--- src/rtl/motoro3_line_calc_param_seq_if.sv ---
// motoro3_line_calc_param_seq_if: request/result bundle between the register file and the line calculator
interface motoro3_line_calc_param_seq_if #(parameter int W = 12, parameter int NCH = 3);
  logic [W-1:0] m3r_pwmLenWant;
  logic [W-1:0] m3r_pwmMinMask;
  logic [4:0] lcStep;
  logic calc_start;
  logic calc_busy;
  logic calc_valid;
  logic [NCH*W-1:0] plLen;
  logic [NCH-1:0] plSign;
  logic [7:0] slLen;
  modport master (output m3r_pwmLenWant, m3r_pwmMinMask, lcStep, calc_start,
                  input calc_busy, calc_valid, plLen, plSign, slLen);
  modport slave (input m3r_pwmLenWant, m3r_pwmMinMask, lcStep, calc_start,
                 output calc_busy, calc_valid, plLen, plSign, slLen);
endinterface

--- src/rtl/motoro3_line_calc_param_seq.sv ---
// motoro3_line_calc_param_seq: sequential multi-channel |sine| x want PWM length calculator with min floor
module motoro3_line_calc_param_seq #(
  parameter int W = 12,
  parameter int NCH = 3,
  parameter int PHASE_OFS = 8
) (
  input logic clk,
  input logic nRst,
  motoro3_line_calc_param_seq_if.slave bus
);
  localparam int CW = NCH > 1 ? $clog2(NCH) : 1;
  typedef enum logic [2:0] {IDLE, LOAD, MUL, CLAMP, DONE} state_t;
  state_t r_st;
  logic [W-1:0] r_want, r_min;
  logic [4:0] r_step;
  logic [CW-1:0] r_ch;
  logic [2:0] r_bit;
  logic [7:0] r_mag;
  logic [W+7:0] r_acc;
  logic [W-1:0] r_sh [NCH];
  logic [NCH-1:0] r_sgn_sh;
  logic r_busy, r_valid;
  logic [NCH*W-1:0] r_len;
  logic [NCH-1:0] r_sgn;
  logic [7:0] r_sl;
  logic [4:0] w_step, w_idx;
  logic [6:0] w_sum;
  logic [W-1:0] w_p, w_lane;
  function automatic logic [7:0] sine(input logic [4:0] k);
    logic [4:0] h, q;
    h = k >= 5'd12 ? k - 5'd12 : k;
    q = h > 5'd6 ? 5'd12 - h : h;
    case (q)
      5'd0: sine = 8'd0;
      5'd1: sine = 8'd66;
      5'd2: sine = 8'd128;
      5'd3: sine = 8'd180;
      5'd4: sine = 8'd221;
      5'd5: sine = 8'd246;
      default: sine = 8'd255;
    endcase
  endfunction
  always_comb begin
    w_step = bus.lcStep >= 5'd24 ? bus.lcStep - 5'd24 : bus.lcStep;
    w_sum = 7'(r_step) + 7'(r_ch) * 7'(PHASE_OFS);
    w_idx = 5'(w_sum % 7'd24);
    w_p = r_acc[W+7:8];
    w_lane = r_mag == 8'd0 ? '0 : (w_p < r_min ? r_min : w_p);
  end
  always_ff @(posedge clk or negedge nRst) begin
    if (!nRst) begin
      r_st <= IDLE;
      r_want <= '0;
      r_min <= '0;
      r_step <= '0;
      r_ch <= '0;
      r_bit <= '0;
      r_mag <= '0;
      r_acc <= '0;
      for (int k = 0; k < NCH; k++) r_sh[k] <= '0;
      r_sgn_sh <= '0;
      r_busy <= 1'b0;
      r_valid <= 1'b0;
      r_len <= '0;
      r_sgn <= '0;
      r_sl <= '0;
    end else begin
      r_valid <= 1'b0;
      case (r_st)
        IDLE: if (bus.calc_start) begin
          r_want <= bus.m3r_pwmLenWant;
          r_min <= bus.m3r_pwmMinMask;
          r_step <= w_step;
          r_ch <= '0;
          r_busy <= 1'b1;
          r_st <= LOAD;
        end
        LOAD: begin
          r_mag <= sine(w_idx);
          r_acc <= '0;
          r_bit <= '0;
          r_st <= MUL;
        end
        MUL: begin
          if (r_mag[r_bit]) r_acc <= r_acc + ((W+8)'(r_want) << r_bit);
          r_bit <= r_bit + 3'd1;
          if (r_bit == 3'd7) r_st <= CLAMP;
        end
        CLAMP: begin
          r_sh[r_ch] <= w_lane;
          r_sgn_sh[r_ch] <= w_idx >= 5'd12;
          if (r_ch == CW'(NCH - 1)) begin
            r_busy <= 1'b0;
            r_st <= DONE;
          end else begin
            r_ch <= r_ch + CW'(1);
            r_st <= LOAD;
          end
        end
        DONE: begin
          // all lanes land together so the PWM side never sees a mixed result
          for (int k = 0; k < NCH; k++) r_len[k*W +: W] <= r_sh[k];
          r_sgn <= r_sgn_sh;
          r_sl <= sine(r_step);
          r_valid <= 1'b1;
          r_st <= IDLE;
        end
        default: r_st <= IDLE;
      endcase
    end
  end
  assign bus.calc_busy = r_busy;
  assign bus.calc_valid = r_valid;
  assign bus.plLen = r_len;
  assign bus.plSign = r_sgn;
  assign bus.slLen = r_sl;
endmodule

--- src/flat_wrapper.sv ---
// flat-port wrapper written by rule: the top's interface ports become plain ports
module motoro3_line_calc_param_seq_flat 
#(
  parameter int W = 12,
  parameter int NCH = 3,
  parameter int PHASE_OFS = 8
)
  (clk, nRst, bus_m3r_pwmLenWant, bus_m3r_pwmMinMask, bus_lcStep, bus_calc_start, bus_calc_busy, bus_calc_valid, bus_plLen, bus_plSign, bus_slLen);
  motoro3_line_calc_param_seq_if #(.W(W), .NCH(NCH)) bus_i ();
  input logic clk;
  input logic nRst;
  input wire logic [$bits(bus_i.m3r_pwmLenWant)-1:0] bus_m3r_pwmLenWant;
  input wire logic [$bits(bus_i.m3r_pwmMinMask)-1:0] bus_m3r_pwmMinMask;
  input wire logic [$bits(bus_i.lcStep)-1:0] bus_lcStep;
  input wire logic [$bits(bus_i.calc_start)-1:0] bus_calc_start;
  output wire logic [$bits(bus_i.calc_busy)-1:0] bus_calc_busy;
  output wire logic [$bits(bus_i.calc_valid)-1:0] bus_calc_valid;
  output wire logic [$bits(bus_i.plLen)-1:0] bus_plLen;
  output wire logic [$bits(bus_i.plSign)-1:0] bus_plSign;
  output wire logic [$bits(bus_i.slLen)-1:0] bus_slLen;
  assign bus_i.m3r_pwmLenWant = bus_m3r_pwmLenWant;
  assign bus_i.m3r_pwmMinMask = bus_m3r_pwmMinMask;
  assign bus_i.lcStep = bus_lcStep;
  assign bus_i.calc_start = bus_calc_start;
  assign bus_calc_busy = bus_i.calc_busy;
  assign bus_calc_valid = bus_i.calc_valid;
  assign bus_plLen = bus_i.plLen;
  assign bus_plSign = bus_i.plSign;
  assign bus_slLen = bus_i.slLen;
  motoro3_line_calc_param_seq #(.W(W), .NCH(NCH), .PHASE_OFS(PHASE_OFS)) u_core (.clk(clk), .nRst(nRst), .bus(bus_i));
endmodule
--- config.mk ---
export PLATFORM = sky130hd
export DESIGN_NAME = motoro3_line_calc_param_seq_flat
export DESIGN_NICKNAME = d
export VERILOG_FILES = /design/src/rtl/motoro3_line_calc_param_seq_if.sv /design/src/rtl/motoro3_line_calc_param_seq.sv /design/src/flat_wrapper.sv
export SDC_FILE = /design/constraint.sdc
export NUM_CORES = 1
export LEC_CHECK = 0
export CORE_MARGIN = 2
export CORE_UTILIZATION = 59
export DETAILED_ROUTE_END_ITERATION = 12
export HOLD_SLACK_MARGIN = 0.02
export PLACE_DENSITY = 0.81
export SLEW_MARGIN = 20
export SYNTH_ARGS = -nofsm -noshare
export SYNTH_HDL_FRONTEND = slang
export SYNTH_SLANG_ARGS = --single-unit
--- constraint.sdc ---
create_clock -name clk -period 4 [get_ports clk]
set_input_delay 0.4 -clock clk [delete_from_list [all_inputs] [get_ports clk]]
set_output_delay 0.4 -clock clk [all_outputs]
set_load 0.01 [all_outputs]
### Yosys cells after proc, flatten, opt, wreduce, memory -nomap -nowiden

Index checks and enable logic that the tools add are counted.

* output and inout port bits: 49
* input bits: 32
* register bits after elaboration: 153

* divide/modulo/power cells: 1
* equal/unequal tests: 21
* reductions and logical operators: 13
* multiplexer cells: 31
* add/sub/neg operators: 9
* bitwise operators: 1
* shift operators: 1
* order comparisons: 11

Operators with widths (number)
* case mux 8 bit (6 select lines): 2
* case mux 20 bit (2 select lines): 1
* bitwise mux 36 bit: 1
* 2-to-1 mux 12 bit: 3
* 2-to-1 mux 5 bit: 5
* demux 12 bit (select 2 bit): 1
* adder 20 bit: 1
* == test 5 x 2 -> 1 bit, second input constant: 4
* == test 5 x 3 -> 1 bit, second input constant: 4
* 2-to-1 mux 20 bit: 1
* << shifter 12 x 3 -> 20 bit: 1
* < comparator 12 bit: 1
* case mux 3 bit (4 select lines): 1
* == test 5 x 1 -> 1 bit, second input constant: 2
* >= comparator 5 x 4 -> 1 bit, second input constant: 2
* > comparator 5 x 3 -> 1 bit, second input constant: 2
* zero test 5 bit: 2
* subtractor 4 x 5 -> 5 bit, first input constant: 2
* subtractor 5 x 4 -> 5 bit, second input constant: 2
* 2-to-1 mux 3 bit: 3
* zero test 8 bit: 1
* remainder unit 7 x 5 -> 7 bit, second input constant: 1
* adder 5 x 5 -> 6 bit: 1
* == test 3 x 2 -> 1 bit, second input constant: 2
* other kinds (28): 42

### Depth between registers and ports, before layout

* depth in word-level cells: 8
* gate-level depth with buffers: 16
* mapped depth without buffers: 13

### Worst setup path before layout

Ideal clock, no wire load.

* kind: register to register
* start point: reg u_core.r_step[4]
* end point: reg u_core.r_mag[1]
* slack: 0.414 ns
* cell stages (with the launch flop): 16
* data arrival time: 3.460 ns
* path buffers: 3
* cell sequence: dfrtp_1 > buf_2 > inv_1 > fa_1 > buf_6 > buf_6 > and3_1 > a21o_1 > ha_1 > and3b_1 > o21ai_1 > a32oi_2 > nor4b_4 > o211ai_2 > and2_4 > a311o_1

* word-level cells in the longest chain between the ends: 8
* elaborated cells on any way between the ends: 15
* those cells by class: 3 x add/sub; 1 x div; 2 x order compare; 5 x eq/ne; 3 x mux; 1 x reduce/logical

RTL lines
* start: declaration: line motoro3_line_calc_param_seq.sv:15 `logic [4:0] r_step;`
* start signal: assignment: line motoro3_line_calc_param_seq.sv:73 `r_step <= w_step;`
* adder 5 x 5 -> 6 bit (*): line motoro3_line_calc_param_seq.sv:45 `w_sum = 7'(r_step) + 7'(r_ch) * 7'(PHASE_OFS);`
* remainder unit 7 x 5 -> 7 bit (*): line motoro3_line_calc_param_seq.sv:46 `w_idx = 5'(w_sum % 7'd24);`
* subtractor 5 x 4 -> 5 bit or >= comparator 5 x 4 -> 1 bit (tied branches): line motoro3_line_calc_param_seq.sv:31 `h = k >= 5'd12 ? k - 5'd12 : k;`
* 2-to-1 mux 5 bit (*): line motoro3_line_calc_param_seq.sv:31
* subtractor 4 x 5 -> 5 bit or > comparator 5 x 3 -> 1 bit (tied branches): line motoro3_line_calc_param_seq.sv:32 `q = h > 5'd6 ? 5'd12 - h : h;`
* 2-to-1 mux 5 bit (*): line motoro3_line_calc_param_seq.sv:32
* == test 5 x 3 -> 1 bit, or another cell as far along: line motoro3_line_calc_param_seq.sv:33 `case (q)`
* case mux 8 bit (6 select lines) (*): line motoro3_line_calc_param_seq.sv:33
* end signal: assignment: line motoro3_line_calc_param_seq.sv:79 `r_mag <= sine(w_idx);`
* end: declaration: line motoro3_line_calc_param_seq.sv:18 `logic [7:0] r_mag;`

Mark *: on every way between the ends. The rest lies on a longest branch, timed or not.
A chain may end at the register's enable or synchronous reset.

### Final worst setup path

* start point: reg u_core.r_ch[0]
* end point: reg u_core.r_mag[6]

* word-level cells in the longest chain between the ends: 8
* elaborated cells on any way between the ends: 15
* those cells by class: 3 x add/sub; 1 x div; 2 x order compare; 5 x eq/ne; 3 x mux; 1 x reduce/logical

RTL lines
* start: declaration: line motoro3_line_calc_param_seq.sv:16 `logic [CW-1:0] r_ch;`
* start signal: assignment: line motoro3_line_calc_param_seq.sv:96 `r_ch <= r_ch + CW'(1);`
* adder 5 x 5 -> 6 bit (*): line motoro3_line_calc_param_seq.sv:45
* remainder unit 7 x 5 -> 7 bit (*): line motoro3_line_calc_param_seq.sv:46
* subtractor 5 x 4 -> 5 bit or >= comparator 5 x 4 -> 1 bit (tied branches): line motoro3_line_calc_param_seq.sv:31
* 2-to-1 mux 5 bit (*): line motoro3_line_calc_param_seq.sv:31
* subtractor 4 x 5 -> 5 bit or > comparator 5 x 3 -> 1 bit (tied branches): line motoro3_line_calc_param_seq.sv:32
* 2-to-1 mux 5 bit (*): line motoro3_line_calc_param_seq.sv:32
* == test 5 x 3 -> 1 bit, or another cell as far along: line motoro3_line_calc_param_seq.sv:33
* case mux 8 bit (6 select lines) (*): line motoro3_line_calc_param_seq.sv:33

Marked as above.

==> out/summary.txt <==
DR iter-0 viols = 829
register area share after synthesis = 40.96%
syn_area_per_cell = 8.702 µm²
post-route design area = 0.01060 mm²
Cell Rows = 45
Congestion Overflow GR = 0
Worst Slack Setup Final = 0.2918 ns
most common cell after layout, fill and taps aside = nand2_1
outcome = complete, no violations
Final setup viols = 0
Yosys cell types = 87
initial antenna violation count = 0
Req. time, crit path = 4.28 ns
GR Util met1 = 38.44%
Crit-path slowest cell = fa_1
Synth Register Bits = 149
Num CTS Buffers = 17
Final period util = 92.71%
met2 GRT Util = 48.09%
Cells after Synth = 1046
Synth Flop Type = dfrtp_1
crit path cell chain = ha_1 -> inv_1 -> fa_1 -> xor2_1 -> a21o_1 -> ha_2 -> nor4b_1 -> o21ai_1 -> a31o_2 -> a31oi_2 -> o22ai_1 -> a31oi_1 -> a31oi_1
minimum clock period = 3.708 ns
Die ar. = 0.01644 mm²
Residual DRC = 0
I/O pins = 81
Tightest Pin Transition = 0.8719 ns
Largest stage delay, worst path = 0.51 ns
Post-synth EDFFs = 0
die outline height = 128.2 µm
Wirelength per Cell = 17.36 µm
nature of the critical path endpoint = flop
Area Growth Syn to Fin = 16.43%
hold_buf cts = 0
Clock Sinks = 149
Core ar. = 0.01515 mm²
clock latency on the worst-skew pair = 0.43 ns
most frequent cells in the layout = nand2_1 (246), dfrtp_1 (149), clkdlybuf4s50_1 (79)
most area-consuming cells after synthesis = dfrtp_1 (41%), nand2_1 (10%), ha_1 (5.5%)
vias in the first global route = 7658
fmax = 269.7 MHz
max cap viols = 0
Nets = 1176
Via density = 6.125
RSZ-0062 raised after global routing = false
cell mode on critical path = a31oi_1
maximum vdd drop = 0.0006572 V
critical path class = reg2reg
final RePlAce weighted congestion = 0.9150
placed cell areas = 0.009986 mm²
global-route wire length before repair = 37890 µm
grt met3 use = 5.551%
Clock Skews = 0.01044 ns
Fill cells = 1160
biggest area consumer among synthesized cells = dfrtp_1
htree depth = 4
largest net degree at the start of global routing = 98
Routed Antenna Nets = 0
Post-synth ARST share = 100.0%
post-synth top area share = 40.96%
crit path max fanout = 8
via count = 7981
setup TNS = 0 ns
Ys Warns = 0
Slew Limit Fails = 0
GRT Total Usage = 28.97%
TritonRoute pass-1 iters = 7
Critical Path Source Type = flop
pre-CTS WS = 0.2466 ns
Root Buffer = clkbuf_16
leakage = 4.668 nW
area of the mapped netlist = 0.009102 mm²
busiest layer in global routing = met2
CTS tree = built
worst min path class = in2async
CTS clock-pin slew for the worst setup and hold paths = 0.06 ns
Power Density = 951.0 mW/mm²
PostCTS Resize Cnt = 0
Bufs on Longest Clock Path = 2
Rel. slew slack = 41.87%
HPWL Detailed = 15480 µm
CP arrival = 3.99 ns
Port-buffer cells = 80
Post-Syn Nets = 1120
DRT Wirelength = 22620 µm
final-report hold violation count = 0
Die W = 128.2 µm
share of cells above drive strength 1 = 9.417%
# diodes = 0
Post-CTS Setup Inserts = 0
Starting Density = 60.10%
## metal layers
layer / share of wire [%] / vias up
li1: - / 3840
met1: 43 / 3835
met2: 49 / 268
met3: 5.9 / 38
met4: 1.7 / 0
met5: 0 / -
## flip-flops by register name, summed over array words and instances (netlist names), 5 cells and up
name              count
u_core.bus.plLen     36
u_core.r_want        12
u_core.r_mag          6
u_core.r_step         5
u_core.r_min         12
u_core.bus.slLen      6
u_core.r_sh          36
u_core.r_acc         20
## worst max-delay path: cells and delay by family, from the launching register on
family | cells | cell delay (ns)
compound gates | 7 | 1.54
xor+xnor | 1 | 0.23
fa+ha+maj | 3 | 1.03
buf+inv | 1 | 0.06
flops | 1 | 0.43
simple gates | 1 | 0.26
## power by group
group / switching (mW) / internal, mW
Clock: 0.655 / 0.991
Sequential: 0.627 / 2.10
Combinational: 3.26 / 2.45
Total: 4.54 / 5.54
## worst paths after layout
check | startpoint | to | slack, ns | cells after the start
max | u_core.r_ch[0] | u_core.r_mag[6] | 0.29 | 13
min in group clk | u_core.r_sh[34] | u_core.bus.plLen[10] | 0.46 | 2
max in group asynchronous | nRst | u_core.r_acc[1] | 3.01 | 2
min | nRst | u_core.bus.slLen[3] | 0.06 | 1
min reg2reg | u_core.r_sh[34] | u_core.bus.plLen[10] | 0.46 | 2
max reg2reg | u_core.r_ch[0] | u_core.r_mag[6] | 0.29 | 13
## synthesized netlist by cell type (6+ instances only)
library cell / count
nand2_1: 246
dfrtp_1: 149
o21ai_0: 66
nor2_1: 47
o211ai_1: 42
ha_1: 40
nand4_1: 38
inv_1: 35
a21oi_1: 33
clkbuf_1: 33
nand3_1: 31
mux2_2: 20
nor3_1: 14
a31oi_1: 13
mux2i_1: 13
a21o_1: 12
and3_1: 11
buf_2: 11
xor2_1: 11
and2_1: 9
nor3b_1: 9
nand2b_1: 8
xnor2_1: 8
buf_1: 7
nand3b_1: 7
o22ai_1: 7
buf_6: 6
nor2b_1: 6
o21a_1: 6
o21ai_1: 6
o31ai_1: 6
or2_2: 6
## final cells by class
cell class | count | area, µm² | area share, %
Timing Repair Buffer | 101 | 959.7 | 9.055
Multi-Input combinational cell | 795 | 4923 | 46.46
Clock inverter | 13 | 172.7 | 1.629
Tap cell | 188 | 235.2 | 2.220
Sequential cell | 149 | 3729 | 35.18
Clock buffer | 19 | 432.9 | 4.085
Inverter | 38 | 145.1 | 1.370
## cells by family (layout without fill, tap and decap cells)
group                      after synthesis  in the layout  share of synthesized area, %
AOI/OAI and AO/OA                      239            239                         17.87
muxes                                   34             34                         4.151
and+or+nand+nor                        461            461                         24.11
adders and majority gates               42             42                         5.938
DFF                                    149            149                         40.96
xor gates and xnor gates                19             19                         1.828
buffers and inverters                  102            171                         5.141
## per-stage QoR
step           cells  hold WS [ns]  total power, mW  utilization, %
3_3_place_gp    1271        0.4485            8.152           65.93
3_5_place_dp    1271        0.4498            8.300           65.93
5_1_grt         1303        0.1210            10.87           69.97
6_report        1303       0.05634            10.08           69.97
4_1_cts         1303        0.1001            10.00           69.93
2_1_floorplan   1046        0.1044            6.894               -
(Power assumes the default switching activity.)
